## src/rtl/mod3_arbiter_pkg.sv

```systemverilog
// -----------------------------------------------------------------------------
// mod3_arbiter_pkg
//   Shared constants and helpers for the mod-3 residue arbiter.
//   - NREQ_DEF : default number of requesters (power of two, 2..8)
//   - W_DEF    : default operand width in bits
//   - ID_W_DEF : requester index width for the default NREQ
//   - add_mod3 : folds one 2-bit digit (0..3) into a running residue (0..2)
// -----------------------------------------------------------------------------
package mod3_arbiter_pkg;

  localparam int NREQ_DEF = 4;
  localparam int W_DEF    = 64;
  localparam int ID_W_DEF = $clog2(NREQ_DEF);

  // Since 4 == 1 (mod 3), every base-4 digit contributes its own value to the
  // residue, so the residue of a word is the mod-3 sum of its 2-bit digits.
  // acc is already reduced (0..2); digit may be 0..3, so the sum is 0..5 and
  // a single conditional subtract brings it back into range.
  function automatic logic [1:0] add_mod3(input logic [1:0] acc, input logic [1:0] digit);
    logic [2:0] sum;
    sum = {1'b0, acc} + {1'b0, digit};
    if (sum >= 3'd3) begin
      sum = sum - 3'd3;
    end else begin
      sum = sum;
    end
    return sum[1:0];
  endfunction

endpackage

```

## src/rtl/mod3_residue.sv

```systemverilog
// -----------------------------------------------------------------------------
// mod3_residue
//   Purely combinational W-bit mod-3 reducer shared by all requesters.
//   Ports:
//     operand : input  [W-1:0]  value to reduce
//     residue : output [1:0]    operand mod 3, always 0..2
// -----------------------------------------------------------------------------
module mod3_residue
  import mod3_arbiter_pkg::*;
#(
  parameter int W = W_DEF
) (
  input  logic [W-1:0] operand,
  output logic [1:0]   residue
);

  // Number of 2-bit digits; an odd width is padded with a zero MSB.
  localparam int NDIG = (W + 1) / 2;

  logic [2*NDIG-1:0] pad_s;
  logic [1:0]        acc_s;

  // Zero-extend the operand to a whole number of base-4 digits.
  always_comb begin
    pad_s          = '0;
    pad_s[W-1:0]   = operand;
  end

  // Fold every base-4 digit into the running residue.
  always_comb begin
    acc_s = 2'd0;
    for (int d = 0; d < NDIG; d++) begin
      acc_s = add_mod3(acc_s, pad_s[2*d +: 2]);
    end
  end

  assign residue = acc_s;

endmodule

```

## src/rtl/mod3_arbiter.sv

```systemverilog
// -----------------------------------------------------------------------------
// mod3_arbiter
//   Round-robin arbiter in front of one shared mod-3 residue datapath with a
//   two-stage valid/ready pipeline (S1: operand+id, S2: residue+id).
//   Ports:
//     clk       : input             clock, rising edge
//     rst_n     : input             asynchronous active-low reset
//     req_valid : input  [NREQ-1:0] per-requester operand valid
//     req_data  : input  [NREQ*W-1:0] packed operands, requester i at [i*W +: W]
//     req_ready : output [NREQ-1:0] per-requester accept strobe (one-hot or 0)
//     rsp_valid : output            result valid
//     rsp_ready : input             downstream accepts result
//     rsp_id    : output [log2 NREQ-1:0] requester index of the result
//     rsp_rem   : output [1:0]      operand mod 3
//     busy      : output            any pipeline stage holds a valid entry
// -----------------------------------------------------------------------------
module mod3_arbiter
  import mod3_arbiter_pkg::*;
#(
  parameter int NREQ = NREQ_DEF,
  parameter int W    = W_DEF
) (
  input  logic                     clk,
  input  logic                     rst_n,
  input  logic [NREQ-1:0]          req_valid,
  input  logic [NREQ*W-1:0]        req_data,
  output logic [NREQ-1:0]          req_ready,
  output logic                     rsp_valid,
  input  logic                     rsp_ready,
  output logic [$clog2(NREQ)-1:0]  rsp_id,
  output logic [1:0]               rsp_rem,
  output logic                     busy
);

  localparam int ID_W = $clog2(NREQ);

  // Round-robin pointer: index with highest priority this cycle.
  logic [ID_W-1:0] ptr_r;

  // Stage 1: captured operand and its requester id.
  logic            s1_valid_r;
  logic [W-1:0]    s1_data_r;
  logic [ID_W-1:0] s1_id_r;

  // Stage 2: residue and requester id; drives the response outputs.
  logic            s2_valid_r;
  logic [1:0]      s2_rem_r;
  logic [ID_W-1:0] s2_id_r;

  logic            adv_s;
  logic            grant_any_s;
  logic [ID_W-1:0] grant_idx_s;
  logic [ID_W-1:0] cand_s;
  logic            xfer_s;
  logic [W-1:0]    xfer_data_s;
  logic [NREQ-1:0] req_ready_s;
  logic [1:0]      res_s;

  // The whole pipeline moves together: it can advance whenever the output
  // slot is empty or is being drained this cycle.
  assign adv_s = !s2_valid_r || rsp_ready;

  // Round-robin search starting at ptr; NREQ is a power of two so the
  // ID_W-bit addition wraps modulo NREQ on its own.
  always_comb begin
    grant_any_s = 1'b0;
    grant_idx_s = '0;
    cand_s      = '0;
    for (int k = 0; k < NREQ; k++) begin
      cand_s = ptr_r + ID_W'(k);
      if (!grant_any_s && req_valid[cand_s]) begin
        grant_any_s = 1'b1;
        grant_idx_s = cand_s;
      end else begin
        grant_any_s = grant_any_s;
        grant_idx_s = grant_idx_s;
      end
    end
  end

  // A transfer needs a grant and room to move. rst_n gates the strobe so no
  // requester sees an accept while the block is held in reset.
  assign xfer_s = grant_any_s && adv_s && rst_n;

  // One-hot accept strobe for the granted requester.
  always_comb begin
    req_ready_s = '0;
    if (xfer_s) begin
      req_ready_s[grant_idx_s] = 1'b1;
    end else begin
      req_ready_s = '0;
    end
  end

  // Select the granted requester's operand for loading into S1.
  always_comb begin
    xfer_data_s = req_data[grant_idx_s*W +: W];
  end

  // Shared residue datapath between S1 and S2.
  mod3_residue #(
    .W (W)
  ) u_residue (
    .operand (s1_data_r),
    .residue (res_s)
  );

  // Round-robin pointer: moves just past the winner, only on a transfer.
  always_ff @(posedge clk or negedge rst_n) begin
    if (!rst_n) begin
      ptr_r <= '0;
    end else if (xfer_s) begin
      ptr_r <= grant_idx_s + ID_W'(1);
    end else begin
      ptr_r <= ptr_r;
    end
  end

  // Stage 1 register: valid follows the transfer; payload only loads on one,
  // so idle cycles leave a harmless stale operand behind a low valid.
  always_ff @(posedge clk or negedge rst_n) begin
    if (!rst_n) begin
      s1_valid_r <= 1'b0;
      s1_data_r  <= '0;
      s1_id_r    <= '0;
    end else if (adv_s) begin
      s1_valid_r <= xfer_s;
      if (xfer_s) begin
        s1_data_r <= xfer_data_s;
        s1_id_r   <= grant_idx_s;
      end else begin
        s1_data_r <= s1_data_r;
        s1_id_r   <= s1_id_r;
      end
    end else begin
      s1_valid_r <= s1_valid_r;
      s1_data_r  <= s1_data_r;
      s1_id_r    <= s1_id_r;
    end
  end

  // Stage 2 register: payload only updates from a valid S1 entry, which keeps
  // rsp_id/rsp_rem at zero after reset until the first real result.
  always_ff @(posedge clk or negedge rst_n) begin
    if (!rst_n) begin
      s2_valid_r <= 1'b0;
      s2_rem_r   <= 2'd0;
      s2_id_r    <= '0;
    end else if (adv_s) begin
      s2_valid_r <= s1_valid_r;
      if (s1_valid_r) begin
        s2_rem_r <= res_s;
        s2_id_r  <= s1_id_r;
      end else begin
        s2_rem_r <= s2_rem_r;
        s2_id_r  <= s2_id_r;
      end
    end else begin
      s2_valid_r <= s2_valid_r;
      s2_rem_r   <= s2_rem_r;
      s2_id_r    <= s2_id_r;
    end
  end

  assign req_ready = req_ready_s;
  assign rsp_valid = s2_valid_r;
  assign rsp_id    = s2_id_r;
  assign rsp_rem   = s2_rem_r;
  assign busy      = s1_valid_r || s2_valid_r;

endmodule

```

## config.mk

```make
export PLATFORM = sky130hd
export DESIGN_NAME = mod3_arbiter
export DESIGN_NICKNAME = d
export VERILOG_FILES = /design/src/rtl/mod3_arbiter_pkg.sv /design/src/rtl/mod3_residue.sv /design/src/rtl/mod3_arbiter.sv
export SDC_FILE = /design/constraint.sdc
export NUM_CORES = 1
export LEC_CHECK = 0
export BUFFER_PORTS_ARGS = -buffer_cell sky130_fd_sc_hd__buf_2
export CAP_MARGIN = 20
export CORE_ASPECT_RATIO = 1.4
export CORE_MARGIN = 4
export CORE_UTILIZATION = 55
export DETAILED_ROUTE_END_ITERATION = 10
export GPL_TIMING_DRIVEN = 0
export PLACE_DENSITY = 0.95
export SLEW_MARGIN = 20
export SYNTH_ARGS = -nofsm -noshare
export SYNTH_HDL_FRONTEND = slang
export SYNTH_SLANG_ARGS = --single-unit
```

## constraint.sdc

```tcl
create_clock -name clk -period 74.7 [get_ports clk]
set_input_delay 3.735 -clock clk [delete_from_list [all_inputs] [get_ports clk]]
set_output_delay 3.735 -clock clk [all_outputs]
set_load 0.01 [all_outputs]
```

==> reports/qor.yml <==
status: "completed"
gp_congestion: 0.836
start_util_pct: 56.6
yosys-top-cells-count: "mux2i_1 (129), dfrtp_1 (74), nand2_1 (73), ha_1 (66), o221ai_1 (36)"
setup_tns_ns: 0
postCtsHoldBufs: 0
syn-mean-instance-area_um2: 10.7
num_antenna_cells: 0
cap_violations: 0
relSlewSlack_pct: 61.3
cp_top_family: "adder cells"
min_path_cells: 2
crit_path_start_kind: "flip-flop"
fp.dieH_um: 142
viasPerCell: 6.14
yosys_register_bits: 74
via_count: 6736
htree_levels: 3
die_x_um: 104
slowest_delay_ns: 0.49
syn_nets: 1019
pin_count: 273
core_um2: 12500
portBuffers: 272
cts_root_buffer: "clkbuf_16"
ctsLongestPathBuffers: 2
crit_fanout: 3
clkTransAtPathRegs_ns: 0.06
critPathSlowestCell: "fa_1"
drc: 0
rsz0062_at_grt: "no"
antenna_found_initial: 0
synth_flop_cell: "dfrtp_1"
postCtsSetupBuffers: 0
final_nets: 1303
first_pass_iters: 5
clkLatencyLatePin_ns: 0.34
endpoint_kind: "flip-flop"
worst_ep_required_time_ns: 74.95
fmax_mhz: 26.3
nFillCells: 935
synth_area_um2: 7070
min_path_type: "reg -> reg"
tightest_slew_ns: 0.581
hold_violations: 0
yosysSeqAreaShare_pct: 26.2
drv_slew: 0
syn2layout_area_growth_pct: 26.0
period_needed_ns: 38.08
synth_top_area_cell: "dfrtp_1"
critPathBufInv: 0
grt_pass1_vias: 6902
drive_gt1_share_pct: 37.2
grt_pass1_wl_mm: 34.4
post_cts_resized: 0
finalWirelength_mm: 21.9
r2r_cells: 187
path_depth: 187
drtAntennaViolNets: 0
cpMostUsedCell: "ha_1"
cts_buffers: 9
overflow: 0
setup_viol: 0
cp.arrival_ns: 38.33
dieArea_um2: 14800
synthDistinctLibCells: 36
fin_crit_sh_pct: 51.0
synth_top_area_share_pct: 26.2
core.rowCount: 48
critical_path_class: "reg -> reg"
track_usage_pct: 29.2
cts_num_sinks: 74
cts_tree: "yes"
wire_per_inst_um: 20.0
netlist_top_cells_area: "dfrtp_1 (26%), mux2i_1 (18%), ha_1 (12%), fa_1 (8.8%), o221ai_2 (6.2%)"
grt_max_degree: 44
drtIter0Drc: 384
yosysMostFrequentCell: "mux2i_1"
dp_hpwl_mm: 17.9
synth_edf_count: 0
syn-instance-count: 659
yosysWarnings: 0
fin_skew_ns: 0.0103
async_reset_ff_share_pct: 100
## state kept, by name, summed over array words and instances, names as in the netlist
| signal | flops |
|---|---|
| s1_id_r | 2 |
| rsp_id | 2 |
| s1_valid_r | 1 |
| rsp_rem | 2 |
| rsp_valid | 1 |
| ptr_r | 2 |
| s1_data_r | 64 |
## per-stage QoR
stage | instances | cell area (um^2) | hold slack (ns) | worst slack (ns) | util (%)
final | 1097 | 8910 | 0.482 | 36.62 | 71.4
after CTS | 1097 | 8910 | 0.477 | 36.69 | 71.4
after detailed placement | 1082 | 8640 | 0.465 | 36.86 | 69.2
after global routing | 1097 | 8910 | 0.509 | 33.83 | 71.4
after floorplan | 659 | 7070 | 0.443 | 40.52 | -
after global placement | 1081 | 8620 | 0.460 | 38.72 | 69.0
## final timing paths
check,from,to,slack (ns)
setup / recovery,s1_data_r[0],rsp_rem[1],36.62
hold / removal,s1_id_r[1],s1_id_r[1],0.48
setup reg to reg,s1_data_r[0],rsp_rem[1],36.62
hold reg to reg,s1_id_r[1],s1_id_r[1],0.48
max in group asynchronous,rst_n,s1_data_r[54],70.75
min in group asynchronous,rst_n,s1_data_r[14],3.35
## layer usage
metal / routed length, um / GRT usage [%] / up-vias
met5: 0 / 0 / -
met4: 617 / 8.75 / 0
met3: 1390 / 4.81 / 54
met2: 11900 / 55.7 / 304
met1: 7990 / 33.4 / 3240
li1: - / - / 3138
## tightest hold or removal path: cells and delay by family, from the launching register on
family | cells | cell delay [ns]
simple gates | 2 | 0.10
flops | 1 | 0.34
## layout by cell type (no fill, tap or decap), types with 31 or more instances in the layout
cell,n
buf_2,277
dfrtp_1,74
fa_1,31
ha_1,66
mux2i_1,129
nand2_1,73
nor2_1,32
nor3_1,31
o21ai_0,34
o221ai_1,36
## cell type report
cell class / count / area [um^2] / area share (%)
flip-flops and latches: 74 / 1850 / 20.8
repair buffers: 273 / 1380 / 15.5
clock buffers: 10 / 239 / 2.68
clock inverters: 5 / 31.3 / 0.351
multi-input cells: 546 / 4930 / 55.4
plain buffers: 35 / 270 / 3.03
well taps: 150 / 188 / 2.11
inverters: 4 / 15.0 / 0.168
## cells by family (layout without fill, tap and decap cells)
| kind of cell | after synthesis | in the layout | share of synthesized area (%) |
|---|---|---|---|
| AO/OA/AOI/OAI | 137 | 137 | 18.3 |
| adder cells (fa/ha/maj) | 97 | 97 | 20.5 |
| buffers and inverters | 39 | 327 | 4.03 |
| flip-flops | 74 | 74 | 26.2 |
| multiplexers | 131 | 131 | 18.6 |
| AND/OR/NAND/NOR | 181 | 181 | 12.4 |
Power is not shown: default switching activity piles up to over one toggle a cycle in this logic, so the estimate is an artifact.
